$ cat config.mk
export PLATFORM = sky130hd
export DESIGN_NAME = change_dispenser
export DESIGN_NICKNAME = d
export VERILOG_FILES = /design/src/rtl/change_dispenser.sv
export SDC_FILE = /design/constraint.sdc
export NUM_CORES = 1
export LEC_CHECK = 0
export ABC_AREA = 1
export CORE_MARGIN = 2
export CORE_UTILIZATION = 49
export DETAILED_ROUTE_END_ITERATION = 6
export PLACE_DENSITY_LB_ADDON = 0.15
export SETUP_SLACK_MARGIN = 0.02
export SLEW_MARGIN = 25
export SYNTH_ARGS = -nofsm -noshare
export SYNTH_HDL_FRONTEND = slang
export SYNTH_SLANG_ARGS = --single-unit
$ cat constraint.sdc
create_clock -name clk -period 2.3 [get_ports clk]
set_input_delay 0.46 -clock clk [delete_from_list [all_inputs] [get_ports clk]]
set_output_delay 0.46 -clock clk [all_outputs]
set_load 0.005 [all_outputs]
$ cat src/rtl/change_dispenser.sv
// Change dispenser: greedily pays out an amount from per-denomination coin stock,
// one coin per hopper handshake, largest eligible denomination first.
module change_dispenser #(
  parameter int          NUM_COINS  = 3,
  parameter int unsigned COIN_VAL0  = 100,
  parameter int unsigned COIN_VAL1  = 500,
  parameter int unsigned COIN_VAL2  = 1000,
  parameter int          STOCK_W    = 8,
  parameter int          INIT_STOCK = 10
) (
  input  logic                 clk,
  input  logic                 reset_n,
  input  logic                 i_start,
  input  logic [31:0]          i_amount,
  output logic                 o_ready,
  output logic                 o_coin_valid,
  output logic [NUM_COINS-1:0] o_coin,
  input  logic                 i_coin_ack,
  output logic [31:0]          o_remaining,
  output logic                 o_done,
  output logic                 o_short,
  input  logic [NUM_COINS-1:0] i_refill,
  output logic [NUM_COINS-1:0] o_stock_empty
);

  typedef enum logic [1:0] {IDLE, SELECT, ISSUE, DONE} state_e;

  state_e                              state_q;
  logic [NUM_COINS-1:0][STOCK_W-1:0]   stock_q, stock_d;
  logic [NUM_COINS-1:0]                coin_q;
  logic                                coin_valid_q, done_q, short_q;
  logic [31:0]                         remaining_q;

  logic [NUM_COINS-1:0]                elig, sel_oh;
  logic [NUM_COINS-1:0][31:0]          cval_m;
  logic [31:0]                         cur_val;
  logic                                sel_any, ack_fire;

  function automatic logic [31:0] coin_val(input int j);
    case (j)
      0:       coin_val = COIN_VAL0;
      1:       coin_val = COIN_VAL1;
      default: coin_val = COIN_VAL2;
    endcase
  endfunction

  assign ack_fire = (state_q == ISSUE) && coin_valid_q && i_coin_ack;
  assign sel_any  = |elig;

  for (genvar g = 0; g < NUM_COINS; g++) begin : g_coin
    logic dec;
    assign elig[g]   = (coin_val(g) <= remaining_q) && (stock_q[g] != '0);
    // Only the highest eligible denomination survives.
    if (g == NUM_COINS-1) begin : g_top
      assign sel_oh[g] = elig[g];
    end else begin : g_low
      assign sel_oh[g] = elig[g] & ~(|elig[NUM_COINS-1:g+1]);
    end
    assign cval_m[g] = coin_q[g] ? coin_val(g) : 32'd0;

    // A refill landing on the same edge as a dispensed coin cancels out.
    assign dec        = ack_fire & coin_q[g];
    assign stock_d[g] = (dec && !i_refill[g])                        ? stock_q[g] - STOCK_W'(1) :
                        (i_refill[g] && !dec && (stock_q[g] != '1))  ? stock_q[g] + STOCK_W'(1) :
                                                                       stock_q[g];
    assign o_stock_empty[g] = (stock_q[g] == '0);
  end

  always_comb begin
    cur_val = '0;
    for (int j = 0; j < NUM_COINS; j++) cur_val = cur_val | cval_m[j];
  end

  always_ff @(posedge clk) begin
    if (!reset_n) stock_q <= {NUM_COINS{STOCK_W'(INIT_STOCK)}};
    else          stock_q <= stock_d;
  end

  always_ff @(posedge clk) begin
    if (!reset_n) begin
      state_q      <= IDLE;
      coin_q       <= '0;
      coin_valid_q <= 1'b0;
      done_q       <= 1'b0;
      short_q      <= 1'b0;
      remaining_q  <= '0;
    end else begin
      case (state_q)
        IDLE: if (i_start) begin
          remaining_q <= i_amount;
          state_q     <= SELECT;
        end
        SELECT: if (sel_any) begin
          coin_q       <= sel_oh;
          coin_valid_q <= 1'b1;
          state_q      <= ISSUE;
        end else begin
          done_q  <= 1'b1;
          short_q <= (remaining_q != '0);
          state_q <= DONE;
        end
        // Selection guarantees cur_val <= remaining_q, so no underflow.
        ISSUE: if (ack_fire) begin
          remaining_q  <= remaining_q - cur_val;
          coin_q       <= '0;
          coin_valid_q <= 1'b0;
          state_q      <= SELECT;
        end
        DONE: begin
          done_q  <= 1'b0;
          short_q <= 1'b0;
          state_q <= IDLE;
        end
        default: state_q <= IDLE;
      endcase
    end
  end

  assign o_ready      = (state_q == IDLE);
  assign o_coin_valid = coin_valid_q;
  assign o_coin       = coin_q;
  assign o_remaining  = remaining_q;
  assign o_done       = done_q;
  assign o_short      = short_q;

endmodule

-- Word-level counts from Yosys, hierarchy flattened
Index checks and enable logic that the tools add are counted.
W data, S select, Z words.
- register bits after elaboration: 64
- input port bits: 39
- output and inout port bits: 42
- add/sub/neg operators: 7
- $lt $le $gt $ge: 3
- equal/unequal tests: 10
- mux-type cells: 26
- bitwise gates (word level): 9
- reductions and logical operators: 40
- operators by type and width (kind ; count):
    $mux W32 ; 2
    $pmux W32 S2 ; 1
    $mux W8 ; 6
    $le A10 B32 Y1 const A ; 1
    $le A7 B32 Y1 const A ; 1
    $le A9 B32 Y1 const A ; 1
    $reduce_bool A32 Y1 ; 1
    $sub A32 B10 Y32 ; 1
    $add A8 B1 Y8 const B ; 3
    $logic_not A8 Y1 ; 3
    $ne A8 B8 Y1 const B ; 3
    $reduce_bool A8 Y1 ; 3
    $sub A8 B1 Y8 const B ; 3
    $logic_and A1 B1 Y1 ; 14
    $reduce_bool A2 Y1 ; 6
    $mux W10 ; 1
    $or A9 B10 Y10 ; 1
    $mux W9 ; 1
    $or A7 B9 Y9 ; 1
    $ne A2 B2 Y1 const B ; 4
    $pmux W2 S4 ; 1
    $mux W7 ; 1
    $logic_not A1 Y1 ; 6
    $mux W3 ; 2
    other kinds (13) ; 28

-- Longest topological paths before layout
Gate-level depths: netlist of run 1.
- depth in word-level cells: 9
- mapped depth: 15
- mapped depth without buffers: 15

-- Least setup slack after synthesis of run 1
Ideal clock, no wire load.
- path type: reg-to-reg
- start: reg state_q[1]
- end: reg stock_q[6] in the netlist's numbering
- library setup time: 74 ps
- arrival time: 2374 ps
- required time: 2226 ps
- path slack: -148 ps
- stages on the path, launching flop included: 13
- path buffers: 0
- path through: dfxtp_1 inv_2 nor2_8 nand3_2 nor3_2 inv_1 fa_1 o21ai_0 nand2_1 nand2_1 a21oi_1 or2_2 a31oi_1
- longest elaborated chain between the ends: 8
- elaborated cells on any way between the ends: 10
- those cells by class: 1 x eq/ne; 1 x mux; 1 x bitwise; 7 x reduce/logical
- ends and longest elaborated chain (item ; RTL line ; RTL):
    start: declaration ; 28 ; state_e state_q;
    start signal: assignment ; 81 ; state_q <= IDLE;
    start signal: assignment ; 91 ; state_q <= SELECT;
    start signal: assignment ; 96 ; state_q <= ISSUE;
    $eq A2 B2 Y1 * ; 47 ; assign ack_fire = (state_q == ISSUE) && coin_valid_q && i_coin_ack;
    $logic_and A1 B1 Y1 * (2 in a row) ; 47 ;
    $and A1 B1 Y1 * ; 62 ; assign dec = ack_fire & coin_q[g];
    $logic_not A1 Y1 ; 64 ; (i_refill[g] && !dec && (stock_q[g] != '1)) ? stock_q[g] + STOCK_W'(1) :
    $logic_and A1 B1 Y1 (2 in a row) ; 64 ;
    $reduce_bool A2 Y1 (no source line) ; n/a ;
    end signal: assignment ; 75 ; if (!reset_n) stock_q <= {NUM_COINS{STOCK_W'(INIT_STOCK)}};
    end signal: assignment ; 76 ; else stock_q <= stock_d;
    end: declaration ; 29 ; logic [NUM_COINS-1:0][STOCK_W-1:0] stock_q, stock_d;
Mark *: on every way between the ends. The rest lies on a longest branch, timed or not.
A chain may end at the register's enable or synchronous reset.

-- Worst setup path in the final report of run 1
- start: reg stock_q[8] in the netlist's numbering
- end: out o_stock_empty[1]
- longest elaborated chain between the ends: 1
- ends and longest elaborated chain (item ; RTL line ; RTL):
    $logic_not A8 Y1 ; 66 ; assign o_stock_empty[g] = (stock_q[g] == '0);
    end: declaration ; 23 ; output logic [NUM_COINS-1:0] o_stock_empty
No other way between the ends.

==> summary.txt, run 1 <==
Run status
  – Outcome: completed

Route
  – DRT iter0 DRCs: roughly 230
  – Vias: ~5700
  – WL/cell: ~15 um
  – DRT Wirelength: ~15000 um
  – DRT antenna net count: 0
  – Vias/cell: about 5.5
  – Drt pass-1 iters: 5
  – DRC Markers: 0

Global routing
  – First-pass GRT wire length: ~24000 um
  – Initial antenna violation count: 0
  – Vias in the first global route: about 5300
  – Overflow after GRT: 0
  – Maximum number of pins on one net before global-route repair: 37
  – Total track usage: between 20% and 30%

Timing
  – RSZ-0062 raised after global routing: yes
  – Clk_skew: 0.0113 ns
  – Final Cycle Share: a little over nine tenths
  – Hold WS: 0.499 ns
  – PnR worst setup slack: 0.0256 ns
  – Rel. slew slack: a little over three fifths
  – Min Tclk post-route: roughly 2.3 ns
  – F_max: approximately 0.44 GHz
  – Slew @ Worst Pin: around 0.56 ns
  – # setup viols final: 0
  – Final-report hold violation count: 0
  – Count of pins over their slew limit: 0

Finish
  – Core Util, Final: a little over two thirds
  – Share of layout cells above drive strength 1: 19.0%
  – Fillers: 821
  – Commonest non-fill, non-tap cell in the layout: nand2_1
  – Layout Nets: roughly 960
  – Most frequent cells in the layout: nand2_1 (155), nor2_1 (84), clkdlybuf4s50_1 (79)
  – Antenna cells: 0
  – P&R area growth vs syn: 40.1%

Worst setup path
  – Crit path cell chain: nor4_2, nand2_1, inv_1, clkdlybuf4s50_1
  – R2R depth: 14
  – Crit path largest cell delay: ~0.5 ns
  – CP required: approximately 1.8 ns
  – Crit path kind: register to output port
  – Internal reg-to-reg setup slack: 0.09 ns
  – Crit path max-delay family: buffers and inverters
  – Setup crit start kind: register
  – Crit Path Max Fanout: 6
  – Slowest CP cell: clkdlybuf4s50_1
  – Reg2reg start: state_q[1]$_SDFFE_PN0P_
  – Setup crit end kind: output port
  – Critical path arrival: between 1.5 and 2 ns
  – CP bufs+invs: 2
  – Reg2reg end: stock_q[14]$_SDFFE_PN0P_

Clock tree
  – CTS H-tree lvls: 3
  – Inserted Clock Buffers: 9
  – CTS Sinks: 64
  – Clk Latency, worst-skew pair: about 0.36 ns
  – # hold bufs at CTS: 0
  – Max Root-Sink Buffers: 2
  – Clk slew on worst S/H paths: 0.08 ns
  – Root buf cell: clkbuf_8
  – CTS tree: built

Place
  – DP HPWL: ~11000 um
  – Number of port buffers: 80
  – GPL Wtd Cong: 0.902
  – Dpl ws: -0.488 ns

Floorplanning
  – Rows: 36
  – Core area: 9640 sq um
  – Overall die area: between 10000 and 15000 sq um
  – DIE HEIGHT: around 100 um
  – Die Width: roughly 100 um
  – Starting Density: between 40 and 50%
  – I/O Pins: 81

Synthesis
  – Post-synthesis cell count: 750
  – Syn avg cell area: ~6.4 sq um
  – Post-Syn Area: 4800 sq um
  – Syn nets: between 800 and 900
  – Ys Warns: 0
  – Yosys reg bits: 64
  – Register area share after synthesis: between 20% and 30%
  – Synth unique cells: 39

Pwr
  – Cell Pwr Density: 782 nW/um^2
  – Comb pwr share: between 50% and 60%
  – VDD IR max: ~0.00034 V
  – Clock share of power: between 10% and 20%
  – PnR Total Power: about 5.3 mW
  – Net Switching: between 2 and 2.5 mW
  – LEAKAGE: between 2 and 3 nW
  – Switching Share: 45.1%
  – Int Pwr: slightly below 3 mW
  – Seq pwr share: 28.7%

Hold path
  – HP Class: register to register
  – Worst hold path depth: 2
  – Hold Path Origin: o_done$_SDFFE_PN0P_
  – Worst Hold End: o_done$_SDFFE_PN0P_

Job
  – Max-Cap Viols: 0
## timing repair
item,4_1_cts,5_1_grt
gates resized for setup,3,61
setup buffers,3,10
pin swaps,3,25
setup endpoints to repair,12,34
## final cells by class
type | count | area [sq um] | share of cell area [%]
multi-input cells | 583 | 3400 | 50.6
clock buffers | 9 | 124 | 1.84
inverters | 83 | 314 | 4.67
well taps | 133 | 166 | 2.48
clock inverters | 6 | 61.3 | 0.912
repair buffers | 149 | 1370 | 20.3
flip-flops and latches | 64 | 1290 | 19.2
## power groups by stage
stage | clock, mW | sequential (mW) | combinational, mW
after floorplan | 0 | 1.47 | 1.68
after global placement | 0 | 1.51 | 2.47
after detailed placement | 0 | 1.51 | 2.53
after CTS | 0.981 | 1.49 | 2.57
after global routing | 1.03 | 1.52 | 3.07
final | 0.979 | 1.51 | 2.77
## per-stage QoR
stage	std cells	setup TNS [ns]	cell area, sq um
finish	1027	0	6720
global route	1027	-0.247	6720
CTS	1017	0	6380
detailed placement	999	-5.98	6150
global placement	999	-4.40	6150
floorplan	750	0	4830
## cells in the mapped netlist
cell / number / share of area (%)
a211oi_1: 7 / 1.1
a21oi_1: 75 / 7.8
a31oi_1: 2 / 0.26
buf_1: 2 / 0.16
buf_2: 6 / 0.63
buf_4: 2 / 0.31
clkbuf_1: 10 / 0.78
dfxtp_1: 64 / 27
fa_1: 4 / 1.7
ha_1: 22 / 5.7
inv_1: 77 / 6.0
inv_2: 6 / 0.47
nand2_1: 163 / 13
nand2_2: 5 / 0.65
nand3_1: 54 / 5.6
nand3_2: 2 / 0.42
nand3_4: 1 / 0.37
nand3b_1: 3 / 0.47
nand4_1: 25 / 3.3
nand4_4: 1 / 0.44
nor2_1: 88 / 6.9
nor2_2: 8 / 1.0
nor2_4: 3 / 0.70
nor2_8: 1 / 0.42
nor3_1: 17 / 1.8
nor3_2: 2 / 0.42
nor3b_1: 1 / 0.16
nor4_1: 4 / 0.52
o211ai_1: 11 / 1.7
o21ai_0: 42 / 4.4
o21ai_1: 11 / 1.1
o21ai_2: 1 / 0.18
o21bai_1: 2 / 0.31
o221ai_1: 1 / 0.18
o22ai_1: 3 / 0.39
or2_2: 5 / 0.65
or3_1: 1 / 0.13
xnor2_1: 6 / 1.1
xor2_1: 12 / 2.2
## sequential cells by signal, indices dropped and copies added (netlist names)
signal and count:
o_coin 3, o_coin_valid 1, o_done 1, o_remaining 32, o_short 1, state_q 2
stock_q 24
## worst reg2reg max path, stage by stage (launching register included)
cell,delay [ns]
dfxtp_2,0.34
inv_2,0.06
nor2_8,0.10
nand3_4,0.10
inv_4,0.09
nand2_4,0.05
nor2_4,0.16
inv_2,0.06
fa_2,0.37
o21ai_2,0.16
nand2_1,0.08
nand2_1,0.07
a21oi_1,0.07
or2_2,0.27
a31oi_1,0.16
## cell families (layout without fill, tap and decap cells)
kind of cell,after synthesis,after routing,synth area share [%]
AO/OA/AOI/OAI,155,155,17.5
XOR/XNOR,18,18,3.29
adder cells (fa/ha/maj),26,26,7.41
buffers and inverters,103,247,8.37
flip-flops,64,64,26.7
AND/OR/NAND/NOR,384,384,36.7
## how the worst max path moves through the flow
stage | end | from | cells past startpoint | slack (ns)
floorplan | stock_q[22]$_SDFFE_PN0P_ | state_q[1]$_SDFFE_PN0P_ | 14 | 0.04
global placement | stock_q[23]$_SDFFE_PN0P_ | i_coin_ack | 13 | -0.41
detailed placement | stock_q[23]$_SDFFE_PN0P_ | i_coin_ack | 13 | -0.49
CTS | o_stock_empty[1] | stock_q[8]$_SDFFE_PN0P_ | 4 | 0.02
global route | stock_q[15]$_SDFFE_PN0P_ | state_q[1]$_SDFFE_PN0P_ | 16 | -0.08
finish | o_stock_empty[1] | stock_q[8]$_SDFFE_PN0P_ | 4 | 0.03
## per-layer routing
metal / GRT usage [%] / vias to the layer above / part of all wire [%]
li1: - / 2802 / -
met1: 33.7 / 2625 / 40
met2: 49.7 / 212 / 52
met3: 3.86 / 46 / 6.0
met4: 11.1 / 0 / 2.6
met5: 0 / - / 0
(Power assumes the default switching activity.)
==> run 2, diff against run 1 <==
--- a/config.mk
+++ b/config.mk
@@ -8,9 +8,9 @@
 export ABC_AREA = 1
 export CORE_MARGIN = 2
 export CORE_UTILIZATION = 49
+export CTS_CLUSTER_DIAMETER = 50
 export DETAILED_ROUTE_END_ITERATION = 6
 export PLACE_DENSITY_LB_ADDON = 0.15
-export SETUP_SLACK_MARGIN = 0.02
 export SLEW_MARGIN = 25
 export SYNTH_ARGS = -nofsm -noshare
 export SYNTH_HDL_FRONTEND = slang
==> run 2 against run 1 <==
Effect of this change: combinational power down 4%; the flow now finishes with violations (negative setup slack); worst hold slack worse by 0.025 ns; worst setup slack worse by 0.16 ns; final cell count unchanged; critical path depth up 11; register-to-register slack worse by 0.22 ns; sequential share of layout area up 0.23 points; largest power group unchanged; power down 5.0%; die area unchanged; design area down 1.2%; sequential cell count unchanged.
==> summary.txt, run 2 (synthesized netlist as in run 1, its figures left out) <==
Run status
  – Outcome: finished, violations left
  – Failing checks: negative setup slack

Clock tree
  – # hold bufs at CTS: 0
  – Clk Latency, worst-skew pair: between 0.3 and 0.4 ns
  – Clk slew on worst S/H paths: about 0.070 ns
  – CTS tree: built
  – Root buf cell: clkbuf_8
  – Max Root-Sink Buffers: 2
  – CTS H-tree lvls: 3
  – CTS Sinks: between 60 and 70
  – Inserted Clock Buffers: 9

Global routing
  – Vias in the first global route: around 5300
  – First-pass GRT wire length: roughly 24000 um
  – Overflow after GRT: 0
  – Initial antenna violation count: 0
  – Maximum number of pins on one net before global-route repair: 34
  – Total track usage: between 20 and 30%

Finish
  – Share of layout cells above drive strength 1: between 15 and 20%
  – Commonest non-fill, non-tap cell in the layout: nand2_1
  – Antenna cells: 0
  – P&R area growth vs syn: 38.4%
  – Number of flip-flops in the largest register: 32
  – Core Util, Final: approximately 70%
  – Fillers: 875
  – Most frequent cells in the layout: nand2_1 (158), nor2_1 (86), clkdlybuf4s50_1 (79)
  – Multi-input logic area: between 3000 and 4000 sq um
  – Layout Nets: 958
  – Reg area: roughly 1300 sq um

Pwr
  – Cell Pwr Density: 752 nW/um^2
  – LEAKAGE: around 2.9 nW
  – VDD IR max: between 0.0003 and 0.0004 V

Worst setup path
  – Crit path kind: register to register
  – Setup crit start kind: register
  – Crit Path Max Fanout: 7
  – CP required: 2.58 ns
  – Setup crit end kind: register
  – Critical path arrival: 2.72 ns

Route
  – DRT iter0 DRCs: ~200
  – Vias/cell: ~5.4
  – DRT antenna net count: 0
  – Drt pass-1 iters: 5
  – Vias: about 5600
  – WL/cell: roughly 15 um
  – DRT Wirelength: approximately 15000 um
  – DRC Markers: 0

Floorplanning
  – Overall die area: ~11000 sq um
  – Rows: 36
  – Starting Density: between 40% and 50%
  – DIE HEIGHT: 103 um
  – I/O Pins: 81
  – Die Width: approximately 100 um
  – Core area: 9640 sq um

Timing
  – RSZ-0062 raised after global routing: yes
  – Rel. slew slack: roughly two thirds
  – Slew @ Worst Pin: 0.493 ns
  – Count of pins over their slew limit: 0
  – Final-report hold violation count: 0
  – Setup tns final: -0.135 ns
  – Min Tclk post-route: around 2.4 ns
  – Final Cycle Share: 106%
  – F_max: about 0.4 GHz
  – Clk_skew: between 0.01 and 0.015 ns
  – # setup viols final: 1
  – PnR worst setup slack: -0.135 ns

Hold path
  – HP Class: register to register

Place
  – DP HPWL: 11000 um
  – Number of port buffers: 80
  – GPL Wtd Cong: roughly 0.93

Job
  – Max-Cap Viols: 0
## run 2: where the power goes
group          internal (mW)  switching (mW)
Clock                  0.393           0.438
Sequential              1.27           0.232
Combinational           1.09            1.57
## run 2: worst paths after layout
path | from | endpoint | slack [ns] | depth (start not counted)
setup / recovery | state_q[1]$_SDFFE_PN0P_ | stock_q[14]$_SDFFE_PN0P_ | -0.13 | 15
hold / removal | o_short$_SDFFE_PN0P_ | o_short$_SDFFE_PN0P_ | 0.47 | 2
setup reg to reg | state_q[1]$_SDFFE_PN0P_ | stock_q[14]$_SDFFE_PN0P_ | -0.13 | 15
hold reg to reg | o_short$_SDFFE_PN0P_ | o_short$_SDFFE_PN0P_ | 0.47 | 2
## run 2: timing repair
action,in CTS,in global routing
gates resized for setup,6,45
buffers inserted,2,11
endpoints found under the setup margin,9,29
pin swaps,4,19
## run 2: cell type report
class                   instances  area share [%]
inverters                      83            4.81
multi-input cells             583            50.4
clock inverters                 2           0.151
well taps                     133            2.51
clock buffers                  10            2.07
flip-flops and latches         64            19.4
repair buffers                152            20.6
## run 2: routing by layer
layer  GRT usage (%)  share of wire [%]
met5               0                  0
met4            11.7                3.2
met3            4.81                5.5
met2            52.4                 51
met1            32.0                 40
## run 2: critical path: stages (launching register included)
cell,delay (ns)
dfxtp_2,0.35
inv_4,0.05
nor2_8,0.11
nand3_4,0.11
inv_4,0.09
nand2_4,0.06
nor2_4,0.21
buf_6,0.14
inv_4,0.03
fa_2,0.37
o21ai_2,0.16
nand2_1,0.10
nand2_1,0.10
a21oi_2,0.08
or2_4,0.25
a31oi_4,0.17
## run 2: through the flow
stage | area, sq um | worst slack (ns) | cells | hold slack [ns] | power (mW)
finish | 6640 | -0.135 | 1027 | 0.474 | 4.99
global route | 6640 | -0.270 | 1027 | 0.520 | 5.40
CTS | 6350 | 0.00539 | 1016 | 0.475 | 4.91
detailed placement | 6160 | -0.515 | 1002 | 0.462 | 4.07
global placement | 6160 | -0.402 | 1002 | 0.459 | 4.00
floorplan | 4830 | -0.0183 | 750 | 0.451 | 3.15
